### src/rtl/prom_seq_arb_if.sv
`default_nettype none
// ============================================================================
// Module   : prom_seq_arb_if
// Purpose  : Request/ack and ROM-side signal bundle for prom_seq_arb.
// Revision : 1.0  initial release
// ============================================================================
interface prom_seq_arb_if #(
    parameter int HEIGHT = 10
) ();
    logic              req0;
    logic [HEIGHT-1:0] addr0;
    logic              req1;
    logic [HEIGHT-1:0] addr1;
    logic              ack0;
    logic              ack1;
    logic [15:0]       dout;
    logic              busy;
    logic [HEIGHT-1:0] rom_a;
    logic              rom_cs1_;
    logic              rom_cs2_;
    logic [3:0]        rom_q;

    // slave: the arbiter; master: requesters plus the ROM device
    modport slave (
        input  req0, addr0, req1, addr1, rom_q,
        output ack0, ack1, dout, busy, rom_a, rom_cs1_, rom_cs2_
    );

    modport master (
        output req0, addr0, req1, addr1, rom_q,
        input  ack0, ack1, dout, busy, rom_a, rom_cs1_, rom_cs2_
    );
endinterface
`default_nettype wire

### src/rtl/prom_seq_arb.sv
`default_nettype none
// ============================================================================
// Module   : prom_seq_arb
// Purpose  : Two-requester round-robin arbiter reading 16-bit words from a
//            4-bit-wide PROM as four sequential nibble accesses.
// Revision : 1.0  initial release
// ============================================================================
module prom_seq_arb #(
    parameter int WAIT   = 2,
    parameter int HEIGHT = 10
) (
    input  wire logic         clk,
    input  wire logic         rst,
    prom_seq_arb_if.slave     bus
);

    typedef enum logic [1:0] {
        IDLE   = 2'd0,
        ACCESS = 2'd1,
        DONE   = 2'd2
    } state_t;

    localparam logic [3:0]        c_wait_last = 4'(WAIT - 1);
    localparam logic [HEIGHT-1:0] c_addr_one  = HEIGHT'(1);

    state_t            state_q, state_d;
    logic              gnt_q,   gnt_d;
    logic [1:0]        k_q,     k_d;
    logic [3:0]        w_q,     w_d;
    logic [15:0]       dout_q,  dout_d;
    logic [HEIGHT-1:0] rom_a_q, rom_a_d;

    always_ff @(posedge clk) begin
        if (rst) begin
            state_q <= IDLE;
            gnt_q   <= 1'b1;
            k_q     <= 2'd0;
            w_q     <= 4'd0;
            dout_q  <= 16'd0;
            rom_a_q <= '0;
        end else begin
            state_q <= state_d;
            gnt_q   <= gnt_d;
            k_q     <= k_d;
            w_q     <= w_d;
            dout_q  <= dout_d;
            rom_a_q <= rom_a_d;
        end
    end

    always_comb begin
        state_d = state_q;
        gnt_d   = gnt_q;
        k_d     = k_q;
        w_d     = w_q;
        dout_d  = dout_q;
        rom_a_d = rom_a_q;

        case (state_q)
            IDLE: begin
                if (bus.req0 || bus.req1) begin
                    // gnt_q doubles as the "last granted" round-robin pointer
                    gnt_d   = (bus.req0 && bus.req1) ? ~gnt_q : bus.req1;
                    rom_a_d = gnt_d ? bus.addr1 : bus.addr0;
                    k_d     = 2'd0;
                    w_d     = 4'd0;
                    state_d = ACCESS;
                end
            end
            ACCESS: begin
                if (w_q == c_wait_last) begin
                    dout_d[{k_q, 2'b00} +: 4] = bus.rom_q;
                    w_d = 4'd0;
                    k_d = k_q + 2'd1;
                    // rom_a stays on the last nibble so it holds once idle
                    if (k_q == 2'd3) begin
                        state_d = DONE;
                    end else begin
                        rom_a_d = rom_a_q + c_addr_one;
                    end
                end else begin
                    w_d = w_q + 4'd1;
                end
            end
            DONE: begin
                state_d = IDLE;
            end
            default: begin
                state_d = IDLE;
            end
        endcase
    end

    assign bus.ack0     = (state_q == DONE) && !gnt_q;
    assign bus.ack1     = (state_q == DONE) &&  gnt_q;
    assign bus.busy     = (state_q != IDLE);
    assign bus.rom_cs1_ = (state_q != ACCESS);
    assign bus.rom_cs2_ = (state_q != ACCESS);
    assign bus.dout     = dout_q;
    assign bus.rom_a    = rom_a_q;

endmodule
`default_nettype wire

### src/flat_wrapper.sv
// flat-port wrapper written by rule: the top's interface ports become plain ports
module prom_seq_arb_flat 
#(
    parameter int WAIT   = 2,
    parameter int HEIGHT = 10
)
  (clk, rst, bus_req0, bus_addr0, bus_req1, bus_addr1, bus_rom_q, bus_ack0, bus_ack1, bus_dout, bus_busy, bus_rom_a, bus_rom_cs1_, bus_rom_cs2_);
  prom_seq_arb_if #(.HEIGHT(HEIGHT)) bus_i ();
  input  wire logic clk;
  input  wire logic rst;
  input wire logic [$bits(bus_i.req0)-1:0] bus_req0;
  input wire logic [$bits(bus_i.addr0)-1:0] bus_addr0;
  input wire logic [$bits(bus_i.req1)-1:0] bus_req1;
  input wire logic [$bits(bus_i.addr1)-1:0] bus_addr1;
  input wire logic [$bits(bus_i.rom_q)-1:0] bus_rom_q;
  output wire logic [$bits(bus_i.ack0)-1:0] bus_ack0;
  output wire logic [$bits(bus_i.ack1)-1:0] bus_ack1;
  output wire logic [$bits(bus_i.dout)-1:0] bus_dout;
  output wire logic [$bits(bus_i.busy)-1:0] bus_busy;
  output wire logic [$bits(bus_i.rom_a)-1:0] bus_rom_a;
  output wire logic [$bits(bus_i.rom_cs1_)-1:0] bus_rom_cs1_;
  output wire logic [$bits(bus_i.rom_cs2_)-1:0] bus_rom_cs2_;
  assign bus_i.req0 = bus_req0;
  assign bus_i.addr0 = bus_addr0;
  assign bus_i.req1 = bus_req1;
  assign bus_i.addr1 = bus_addr1;
  assign bus_i.rom_q = bus_rom_q;
  assign bus_ack0 = bus_i.ack0;
  assign bus_ack1 = bus_i.ack1;
  assign bus_dout = bus_i.dout;
  assign bus_busy = bus_i.busy;
  assign bus_rom_a = bus_i.rom_a;
  assign bus_rom_cs1_ = bus_i.rom_cs1_;
  assign bus_rom_cs2_ = bus_i.rom_cs2_;
  prom_seq_arb #(.WAIT(WAIT), .HEIGHT(HEIGHT)) u_core (.clk(clk), .rst(rst), .bus(bus_i));
endmodule
### config.mk
export PLATFORM = sky130hd
export DESIGN_NAME = prom_seq_arb_flat
export DESIGN_NICKNAME = d
export VERILOG_FILES = /design/src/rtl/prom_seq_arb_if.sv /design/src/rtl/prom_seq_arb.sv /design/src/flat_wrapper.sv
export SDC_FILE = /design/constraint.sdc
export NUM_CORES = 1
export LEC_CHECK = 0
export ABC_AREA = 1
export BUFFER_PORTS_ARGS = -buffer_cell sky130_fd_sc_hd__buf_4
export CORE_MARGIN = 4
export CORE_UTILIZATION = 41
export CTS_CLUSTER_DIAMETER = 50
export DETAILED_ROUTE_END_ITERATION = 8
export PLACE_DENSITY = 0.66
export SYNTH_ARGS = -nofsm -noshare
export SYNTH_HDL_FRONTEND = slang
export SYNTH_SLANG_ARGS = --single-unit
### constraint.sdc
create_clock -name clk -period 4.5 [get_ports clk]
set_input_delay 0 -clock clk [delete_from_list [all_inputs] [get_ports clk]]
set_output_delay 0 -clock clk [all_outputs]
set_load 0.03 [all_outputs]
# After elaboration in Yosys (flattened, before gate mapping)
# Cells that the tools add are included.
[totals]
ff_bits = 35
input_bits = 28
out_inout_bits = 31
elab_cells = 53
[classes]
add_sub_neg = 4
eq_ne = 9
shifts = 2
muxes = 17
bitwise = 1
reduce_logical = 14
[ops]
columns = ["operator", "n"]
rows = [
  ["10-bit 2-to-1 mux", 4],
  ["10-bit one-hot mux with 2 select lines", 1],
  ["16-bit bitwise mux", 1],
  ["4-bit by 6-bit variable shift with 16-bit output, first input constant", 1],
  ["4-bit by 6-bit variable part select with 16-bit output", 1],
  ["10-bit by 1-bit adder with 10-bit output, second input constant", 1],
  ["2-bit 2-to-1 mux", 5],
  ["4-bit 2-to-1 mux", 2],
  ["2-bit by 1-bit != test with 1-bit output, second input constant", 4],
  ["2-bit one-hot mux with 2 select lines", 2],
  ["4-bit one-hot mux with 2 select lines", 1],
  ["4-bit negation with 6-bit output", 1],
  ["2-bit AND reduction", 3],
  ["3-bit AND reduction", 2],
  ["4-bit by 1-bit adder with 4-bit output, second input constant", 1],
  ["2-bit == test, second input constant", 2],
  ["4-bit by 1-bit == test with 1-bit output, second input constant", 1],
  ["4-bit AND reduction", 1],
  ["2-bit nonzero test", 2],
  ["1-bit logical AND", 3],
  ["2-bit by 1-bit adder with 2-bit output, second input constant", 1],
  ["2-bit by 1-bit == test with 1-bit output, second input constant", 1],
  ["2-bit zero test", 1],
  ["2-bit != test, second input constant", 1],
  ["4 further kinds", 4],
]

# Longest topological paths before layout
# Gate-level depths: netlist (run 1).
[logic_depth]
depth_word = 5
depth_mapped = 9
ltp_nobuf = 9

# Least setup slack after synthesis (run 1)
# OpenSTA, ideal clock, no wires.
[synth_timing]
path_kind = "reg2reg"
startpoint = "register u_core.k_q[0]"
endpoint = "register u_core.dout_q[10], in the netlist u_core.bus.dout[10]"
setup_time_ps = 70
arrival_time_ps = 1444
t_required_ps = 4430
setup_slack_ps = 2986
path_stages_with_launch = 9
n_path_buf = 0
period_less_slack_ps = 1514
path_cell_list = "dfxtp_1 -> inv_1 -> ha_1 -> inv_1 -> nor2_1 -> inv_1 -> nor3_1 -> nand3_1 -> a21oi_1"
[synth_via]
elab_chain_len = 3
elab_cells_between_ends = 4
cone_classes = "add/sub (1); shift (2); mux (1)"
[synth_rtl]
columns = ["item", "line_no", "text"]
rows = [
  ["start, declared", "prom_seq_arb.sv:28", "logic [1:0] k_q, k_d;"],
  ["start signal, assigned", "prom_seq_arb.sv:44", "k_q <= k_d;"],
  ["4-bit negation with 6-bit output (*)", "prom_seq_arb.sv:72", "dout_d[{k_q, 2'b00} +: 4] = bus.rom_q;"],
  ["4-bit by 6-bit variable part select with 16-bit output / 4-bit by 6-bit variable shift with 16-bit output (equally long branches)", "prom_seq_arb.sv:72", ""],
  ["16-bit bitwise mux (*)", "prom_seq_arb.sv:72", ""],
  ["end signal, assigned", "prom_seq_arb.sv:46", "dout_q <= dout_d;"],
  ["end, declared", "prom_seq_arb.sv:30", "logic [15:0] dout_q, dout_d;"],
]
# Mark *: on every way between the ends. The rest lies on a longest branch, timed or not.
# A chain may end at the register's enable or synchronous reset.

# Worst setup path after layout (run 1)
# Same ends and word-level chain as after synthesis.

==> key figures, run 1 <==
Global route
  • Met2 Use GR: 0.2740
  • Met3 Use GR: 0.03273
  • First-pass GRT wire length: 8.921 mm
  • Initial antenna violation count: 0
  • Grt total ovfl: 0
  • Tot GR Track Use: 0.1702
  • Vias in the first global route: 2006
  • Met1 Resource Use GR: 0.2354
  • Largest net degree at the start of global routing: 25
  • Grt peak-use layer: met2

Drt
  • Drt total wl: 5.161 mm
  • Post-route ant nets: 0
  • Drt wl/cell: 11.42 um
  • Initial drt markers: 99
  • Drt first pass iters: 4
  • Via density: 4.772
  • DRC violations left: 0
  • Vias: 2157

CTS
  • Num CTS Buffers: 5
  • Clock transition at path regs: 0.07 ns
  • Worst-skew pair later-pin latency: 0.27 ns
  • Post-CTS sizing: 0
  • Sink Count: 35
  • Clk buf depth: 2
  • Hold Buf Count CTS: 1
  • CTS HTree Levels: 2
  • CTS tree: built
  • Root Buffer Master: clkbuf_8
  • Post-CTS Setup Bufs: 0

STA
  • Slew headroom: 0.7249
  • RSZ-0062 raised after global routing: false
  • Fmax: 573.0 MHz
  • Slew @ Worst Pin: 0.4122 ns
  • Max-slew violations: 0
  • Part of the cycle the worst path needs: 0.3878
  • Crit path time final: 1.745 ns
  • Setup Skew: 0.003301 ns
  • Setup violators final: 0
  • Setup TNS: 0 ns
  • Hold Fails Final Rpt: 0

Power and ir drop
  • Total power: 0.7686 mW
  • Lkg Pwr: 1.281 nW
  • Power Density: 288.0 nW/um2
  • Peak supply drop: 0.1503 mV

Hold path
  • Hold WC Path Type: in -> reg

Logic synthesis
  • Yosys Warn Count: 0
  • Seq/Total Area, Yosys: 0.3302
  • Synth Area per Inst: 6.470 um2
  • Synth unique cells: 28
  • Syn nets: 365
  • Cell count after synthesis: 328
  • Synth Cell Area: 2122 um2
  • Synthesized flop and latch total: 35

Cells and area
  • Share of post-route cells with drive strength above 1: 0.1974
  • Cell Count, Final, Fillers Out: 452
  • Fillers: 525
  • Commonest non-fill, non-tap cells in the layout: nand2_1, buf_4, nor2_1, nand3_1, inv_1
  • Area growth syn-to-layout: 25.77%
  • Most common cell after layout, fill and taps aside: nand2_1
  • Fin nets: 421
  • Antenna fix cells: 0

Setup path
  • Crit path DAT: 1.96 ns
  • Crit path capture type: flop
  • Crit path max fanout: 10
  • Critical path launch point type: flop
  • Worst path required time: 4.71 ns
  • Critical Setup Path Class: reg -> reg

Job
  • Max-cap violations: 0

Placement
  • # port buffers: 58
  • HPWL after DPL: 3.984 mm
  • Gp weighted congestion: 0.7956
  • Placed cells: 443

Floorplan
  • Initial Util: 0.4349
  • Die area: 6390 um2
  • Core Area: 4880 um2
  • Number of top-level pins: 59
  • Die width: 79.94 um
  • FP Rows: 25
  • Die H: 79.94 um

Outcome
  • Status: complete, no violations
[per-stage QoR]
step	setup WS [ns]	area, um2	hold WS, ns	utilization
6_report	2.755	2669	0.03563	0.5469
4_1_cts	2.763	2669	0.02491	0.5469
5_1_grt	2.561	2669	0.03700	0.5469
2_1_floorplan	2.986	2122	0.09972	-
3_3_place_gp	2.846	2577	0.2671	0.5282
3_5_place_dp	2.778	2577	0.2791	0.5282
[where the power goes]
part | switching (mW) | total (mW) | internal, mW | leakage, nW
clock network | 0.109 | 0.218 | 0.109 | 0.0422
registers | 0.0227 | 0.350 | 0.327 | 0.286
logic | 0.127 | 0.201 | 0.0740 | 0.953
[cell type report]
cell class,instances,area (um2),area share
clock inverters,1,5.005,0.001875
repair buffers,59,445.4,0.1669
clock buffers,7,76.32,0.02860
flip-flops and latches,35,700.7,0.2625
well taps,67,83.83,0.03141
multi-input cells,243,1207,0.4524
inverters,40,150.1,0.05626
[cells in the mapped netlist]
cell type	number	area share
nor2_1	43	0.076
inv_1	38	0.067
nand4_1	3	0.0088
buf_4	2	0.0071
inv_2	2	0.0035
nand3b_1	5	0.018
dfxtp_1	35	0.33
nand2_2	4	0.012
ha_1	9	0.053
a21oi_1	30	0.071
nand3_4	1	0.0083
and3_1	1	0.0029
nand2_4	1	0.0053
clkbuf_2	1	0.0024
nor2_8	1	0.0094
o21ai_1	3	0.0071
clkbuf_1	3	0.0053
nor2_2	2	0.0059
nor3_1	3	0.0071
xor2_1	2	0.0083
nand3_1	43	0.10
o22ai_1	1	0.0029
buf_2	2	0.0047
buf_6	2	0.011
a21oi_2	1	0.0041
o21bai_1	1	0.0035
nand2_1	77	0.14
o21ai_0	12	0.028
[flip-flops by register name (all words and copies together), names as in the netlist]
signal,count
u_core.bus.dout,16
u_core.bus.rom_a,10
u_core.gnt_q,1
u_core.k_q,2
u_core.state_q,2
u_core.w_q,4
[layer usage]
metal  share of wire  up-vias
met3           0.034        2
met4          0.0043        0
li1                -     1165
met5               0        -
met2            0.46       29
met1            0.50      961
[critical path: stages, from the launching register on]
cell	delay, ns
dfxtp_1	0.50
inv_1	0.18
ha_1	0.33
inv_1	0.07
nor2_1	0.13
inv_1	0.11
nor3_1	0.15
nand3_1	0.09
a21oi_1	0.12
[kinds of logic after synthesis]
| group | count (synthesis) | synth area share |
|---|---|---|
| and+or+nand+nor | 184 | 0.3909 |
| AOI/OAI and AO/OA | 48 | 0.1167 |
| buffers and inverters | 50 | 0.1008 |
| DFF | 35 | 0.3302 |
| adders and majority gates | 9 | 0.05307 |
| xor gates and xnor gates | 2 | 0.008256 |
[path summary, 6_finish.rpt]
path / slack, ns / end / cells past startpoint / start
worst max-delay path: 2.75 / u_core.bus.dout[10]$_SDFFE_PP0P_ / 8 / u_core.k_q[0]$_SDFFE_PP0P_
worst min-delay path: 0.04 / u_core.bus.dout[1]$_SDFFE_PP0P_ / 3 / bus_rom_q[1]
worst max register to register: 2.75 / u_core.bus.dout[10]$_SDFFE_PP0P_ / 8 / u_core.k_q[0]$_SDFFE_PP0P_
worst min register to register: 0.46 / u_core.bus.dout[13]$_SDFFE_PP0P_ / 2 / u_core.bus.dout[13]$_SDFFE_PP0P_
Note: power is estimated with default switching activity, not from simulation.
==> inputs of run 2 (changes only) <==
- clock period: 4.5 -> 1.7 ns (I/O delays scaled with it)
==> run 2 against run 1 <==
Net effect:
- die area did not move
- design area rose by 1.6%
- hold slack got worse by 0.0042 ns
- critical path depth fell by 1
- register-to-register slack got worse by 2.6 ns
- sequential share of layout area fell by 0.33 points
- via count rose by 3.7%
- combinational power rose to 2.7 times the previous value
- global-route usage rose by 0.72 points
- total power rose to 2.7 times the previous value
- routed wire length rose by 4.9%
==> key figures, run 2 (same netlist as run 1, synthesis figures left out) <==
Floorplan
  • Initial Util: 0.4349
  • Core Area: 4880 um2
  • Die width: 79.94 um
  • Die H: 79.94 um
  • Die area: 6390 um2
  • Number of top-level pins: 59
  • FP Rows: 25

Drt
  • Vias: 2237
  • Drt wl/cell: 11.90 um
  • DRC violations left: 0
  • Post-route ant nets: 0
  • Via density: 4.916
  • Drt first pass iters: 7
  • Drt total wl: 5.414 mm
  • Initial drt markers: 128

CTS
  • Clock transition at path regs: 0.07 ns
  • Root Buffer Master: clkbuf_8
  • Post-CTS Setup Bufs: 0
  • Clk buf depth: 2
  • Worst-skew pair later-pin latency: 0.28 ns
  • CTS tree: built
  • Num CTS Buffers: 5
  • CTS HTree Levels: 2
  • Sink Count: 35

Power and ir drop
  • Peak supply drop: 0.4714 mV
  • Lkg Pwr: 1.306 nW
  • Power Density: 772.0 nW/um2

STA
  • Max-slew violations: 0
  • Slew headroom: 0.7098
  • Setup TNS: 0 ns
  • Setup Skew: 0.003454 ns
  • RSZ-0062 raised after global routing: false
  • Part of the cycle the worst path needs: 0.8949
  • Setup violators final: 0
  • Fmax: 657.4 MHz
  • Crit path time final: 1.521 ns
  • Slew @ Worst Pin: 0.4349 ns
  • Hold Fails Final Rpt: 0
  • Final hold slack: 0.03142 ns

Cells and area
  • Antenna fix cells: 0
  • Post-route design area: 2713 um2
  • Commonest non-fill, non-tap cells in the layout: nand2_1, buf_4, nor2_1, nand3_1, inv_1
  • Fin nets: 425
  • Fillers: 513
  • Multi-input gate area: 1212 um2
  • Register area: 703.2 um2
  • Most common cell after layout, fill and taps aside: nand2_1
  • Area growth syn-to-layout: 27.83%
  • Share of post-route cells with drive strength above 1: 0.2165
  • Number of flip-flops in the largest register: 16

Setup path
  • Critical Setup Path Class: reg -> reg
  • Crit path DAT: 1.71 ns
  • Crit path capture type: flop
  • Critical path launch point type: flop
  • Worst path required time: 1.89 ns
  • Crit path max fanout: 11

Job
  • Max-cap violations: 0

Global route
  • Tot GR Track Use: 0.1774
  • Largest net degree at the start of global routing: 25
  • Vias in the first global route: 1974
  • Initial antenna violation count: 0
  • Grt total ovfl: 0
  • First-pass GRT wire length: 9.073 mm

Outcome
  • Status: complete, no violations

Placement
  • # port buffers: 58
  • Gp weighted congestion: 0.8080
  • HPWL after DPL: 4.136 mm
  • DP Area: 2608 um2

Hold path
  • Hold WC Path Type: in -> reg
## run 2: cell count changes in the layout (fill, tap and decap cells not counted), sizes merged
cell / change
buf: +4
clkbuf: -1
## run 2: stage by stage
stage	utilization	setup slack (ns)	instances	power [mW]
4_1_cts	0.5544	0.1456	455	2.105
3_5_place_dp	0.5344	0.1695	447	1.491
3_3_place_gp	0.5344	0.2509	447	1.484
6_report	0.5559	0.1787	455	2.094
5_1_grt	0.5559	0.002569	455	2.227
2_1_floorplan	-	0.1856	328	1.304
## run 2: area by class of cell
type | instances | area share
multi-input combinational | 243 | 0.4470
sequential | 35 | 0.2592
timing repair buffer | 63 | 0.1753
inverter | 40 | 0.05535
tap | 67 | 0.03090
clock buffer | 6 | 0.03044
clock inverter | 1 | 0.001845
## run 2: critical path: stages, from the launching register on
cell     delay [ns]
dfxtp_2        0.34
ha_1           0.23
nand2_1        0.08
nand3_1        0.12
nor2_2         0.37
nand2_1        0.10
nor2_1         0.12
nor2_1         0.04
## run 2: routing by layer
| metal | GRT usage | part of all wire |
|---|---|---|
| met1 | 0.2351 | 0.49 |
| met2 | 0.2831 | 0.46 |
| met3 | 0.04402 | 0.042 |
| met4 | 0.05236 | 0.010 |
| met5 | 0 | 0 |
## run 2: where the power goes
part           switching, mW  internal (mW)  leakage (nW)  total [mW]
sequential            0.0573          0.866         0.287       0.924
clock                  0.301          0.318        0.0470       0.619
combinational          0.344          0.207         0.973       0.551
## run 2: final timing paths
path / cells after the start / end / slack (ns) / from
setup / recovery: 7 / u_core.bus.rom_a[7]$_SDFFE_PP0P_ / 0.18 / u_core.k_q[0]$_SDFFE_PP0P_
setup reg to reg: 7 / u_core.bus.rom_a[7]$_SDFFE_PP0P_ / 0.18 / u_core.k_q[0]$_SDFFE_PP0P_
hold reg to reg: 2 / u_core.bus.dout[0]$_SDFFE_PP0P_ / 0.46 / u_core.bus.dout[0]$_SDFFE_PP0P_
hold / removal: 3 / u_core.bus.dout[0]$_SDFFE_PP0P_ / 0.03 / bus_rom_q[0]
## run 2: what timing repair did
action / CTS / global route
hold buffers: 1 / 0
setup endpoints to repair: 0 / 3
hold endpoints to repair: 1 / 0
gates resized for setup: 0 / 3
==> inputs of run 3 (changes only) <==
- RECOVER_POWER: not set -> 25
==> run 3 against run 2 <==
Net effect:
- clock power barely moved
- sequential power barely moved
- highest routed layer unchanged
- non-clock buffer count did not move
- count of clock-buffer cells in the layout did not move
- global-route usage did not move
- clock skew barely moved
- combinational power barely moved
- critical path type unchanged
==> key figures, run 3 (same netlist as run 1, synthesis figures left out) <==
Outcome
  • Status: complete, no violations

Placement
  • Placed cells: 447
  • Dpl ws: 0.1695 ns
  • # port buffers: 58
  • Gp weighted congestion: 0.8080
  • HPWL after DPL: 4.136 mm

Global route
  • Tot GR Track Use: 0.1774
  • First-pass GRT wire length: 9.073 mm
  • Initial antenna violation count: 0
  • Grt total ovfl: 0
  • Vias in the first global route: 1974
  • Largest net degree at the start of global routing: 25

STA
  • Fmax: 657.4 MHz
  • Part of the cycle the worst path needs: 0.8948
  • Final WS setup: 0.1788 ns
  • RSZ-0062 raised after global routing: false
  • Hold Fails Final Rpt: 0
  • Slew headroom: 0.7098
  • Crit path time final: 1.521 ns
  • Setup TNS: 0 ns
  • Setup Skew: 0.002971 ns
  • Setup violators final: 0
  • Slew @ Worst Pin: 0.4349 ns
  • Max-slew violations: 0

Setup path
  • Reg2reg start: u_core.k_q[0]$_SDFFE_PP0P_
  • Critical path launch point type: flop
  • Worst path required time: 1.89 ns
  • Worst reg-to-reg setup slack: 0.18 ns
  • Critical Setup Path Class: reg -> reg
  • Crit path to: u_core.bus.rom_a[7]$_SDFFE_PP0P_
  • Crit path max fanout: 11
  • Reg-to-Reg End: u_core.bus.rom_a[7]$_SDFFE_PP0P_
  • Crit path DAT: 1.71 ns
  • Crit path launch: u_core.k_q[0]$_SDFFE_PP0P_
  • Crit path capture type: flop
  • Path depth of the worst reg2reg path: 7

Floorplan
  • Core Area: 4880 um2
  • Initial Util: 0.4349
  • Die area: 6390 um2
  • Die H: 79.94 um
  • Die width: 79.94 um
  • FP Rows: 25
  • Number of top-level pins: 59

Job
  • Max-cap violations: 0

Cells and area
  • Cell Count, Final, Fillers Out: 455
  • Fillers: 526
  • Commonest non-fill, non-tap cells in the layout: nand2_1, buf_4, nor2_1, nand3_1, inv_1
  • Antenna fix cells: 0
  • Number of flip-flops in the largest register: 16
  • Core Util, Final: 0.5436
  • Fin nets: 425
  • Share of post-route cells with drive strength above 1: 0.1753
  • Most common cell after layout, fill and taps aside: nand2_1
  • Area growth syn-to-layout: 25.00%

CTS
  • CTS tree: built
  • Clk buf depth: 2
  • Worst-skew pair later-pin latency: 0.29 ns
  • Num CTS Buffers: 5
  • Clock transition at path regs: 0.07 ns
  • CTS HTree Levels: 2
  • Root Buffer Master: clkbuf_8
  • Sink Count: 35

Drt
  • Initial drt markers: 137
  • Drt wl/cell: 11.92 um
  • Drt total wl: 5.423 mm
  • DRC violations left: 0
  • Via density: 4.892
  • Post-route ant nets: 0
  • Vias: 2226
  • Drt first pass iters: 4

Hold path
  • Hold WC Path Type: in -> reg

Power and ir drop
  • Peak supply drop: 0.4711 mV
  • Lkg Pwr: 1.238 nW
  • Total power: 2.091 mW
  • Power Density: 788.3 nW/um2
run 3: worst max-delay path, cell delays in order, from the launching register on:
cell and delay, ns:
dfxtp_2 0.34, ha_1 0.23, nand2_1 0.08, nand3_1 0.12
nor2_2 0.37, nand2_1 0.10, nor2_1 0.12, nor2_1 0.04
run 3: metal layers:
metal / vias up / routed length, um / part of all wire / track usage
li1: 1174 / - / - / -
met1: 995 / 2657 / 0.49 / 0.2351
met2: 51 / 2463 / 0.45 / 0.2831
met5: - / 0 / 0 / 0
met3: 6 / 245 / 0.045 / 0.04402
met4: 0 / 56 / 0.010 / 0.05236
run 3: repair_timing:
action	in CTS	in global routing
endpoints found under the hold margin	1	0
hold buffers	1	0
endpoints found under the setup margin	0	3
buffers inserted	0	0
gates resized for setup	0	3
run 3: how the worst min path moves through the flow:
stage,startpoint,to,slack [ns],cells past startpoint
global placement,bus_rom_q[2],u_core.bus.dout[2]$_SDFFE_PP0P_,0.26,3
floorplan,rst,u_core.gnt_q$_SDFFE_PP1P_,0.1,2
CTS,bus_rom_q[1],u_core.bus.dout[1]$_SDFFE_PP0P_,0.02,3
global route,bus_rom_q[1],u_core.bus.dout[1]$_SDFFE_PP0P_,0.03,3
finish,bus_rom_q[1],u_core.bus.dout[1]$_SDFFE_PP0P_,0.03,3
detailed placement,bus_rom_q[2],u_core.bus.dout[2]$_SDFFE_PP0P_,0.28,3
run 3: cell type report:
cell class / instances / area (um2) / area share
multi-input cells: 243 / 1212 / 0.4571
clock buffers: 6 / 82.58 / 0.03113
inverters: 40 / 150.1 / 0.05660
repair buffers: 63 / 415.4 / 0.1566
clock inverters: 1 / 5.005 / 0.001887
flip-flops and latches: 35 / 703.2 / 0.2651
well taps: 67 / 83.83 / 0.03160
run 3: through the flow:
step,hold WS (ns),area [um2]
after floorplan,0.09972,2122
after CTS,0.02059,2705
after global routing,0.03001,2653
final,0.02752,2653
after detailed placement,0.2751,2608
after global placement,0.2628,2608
run 3: power by group:
| part | total, mW | leakage (nW) | switching [mW] | internal [mW] |
|---|---|---|---|---|
| logic | 0.549 | 0.904 | 0.344 | 0.204 |
| registers | 0.924 | 0.287 | 0.0572 | 0.866 |
| clock network | 0.619 | 0.0470 | 0.301 | 0.318 |
| total | 2.09 | 1.24 | 0.702 | 1.39 |
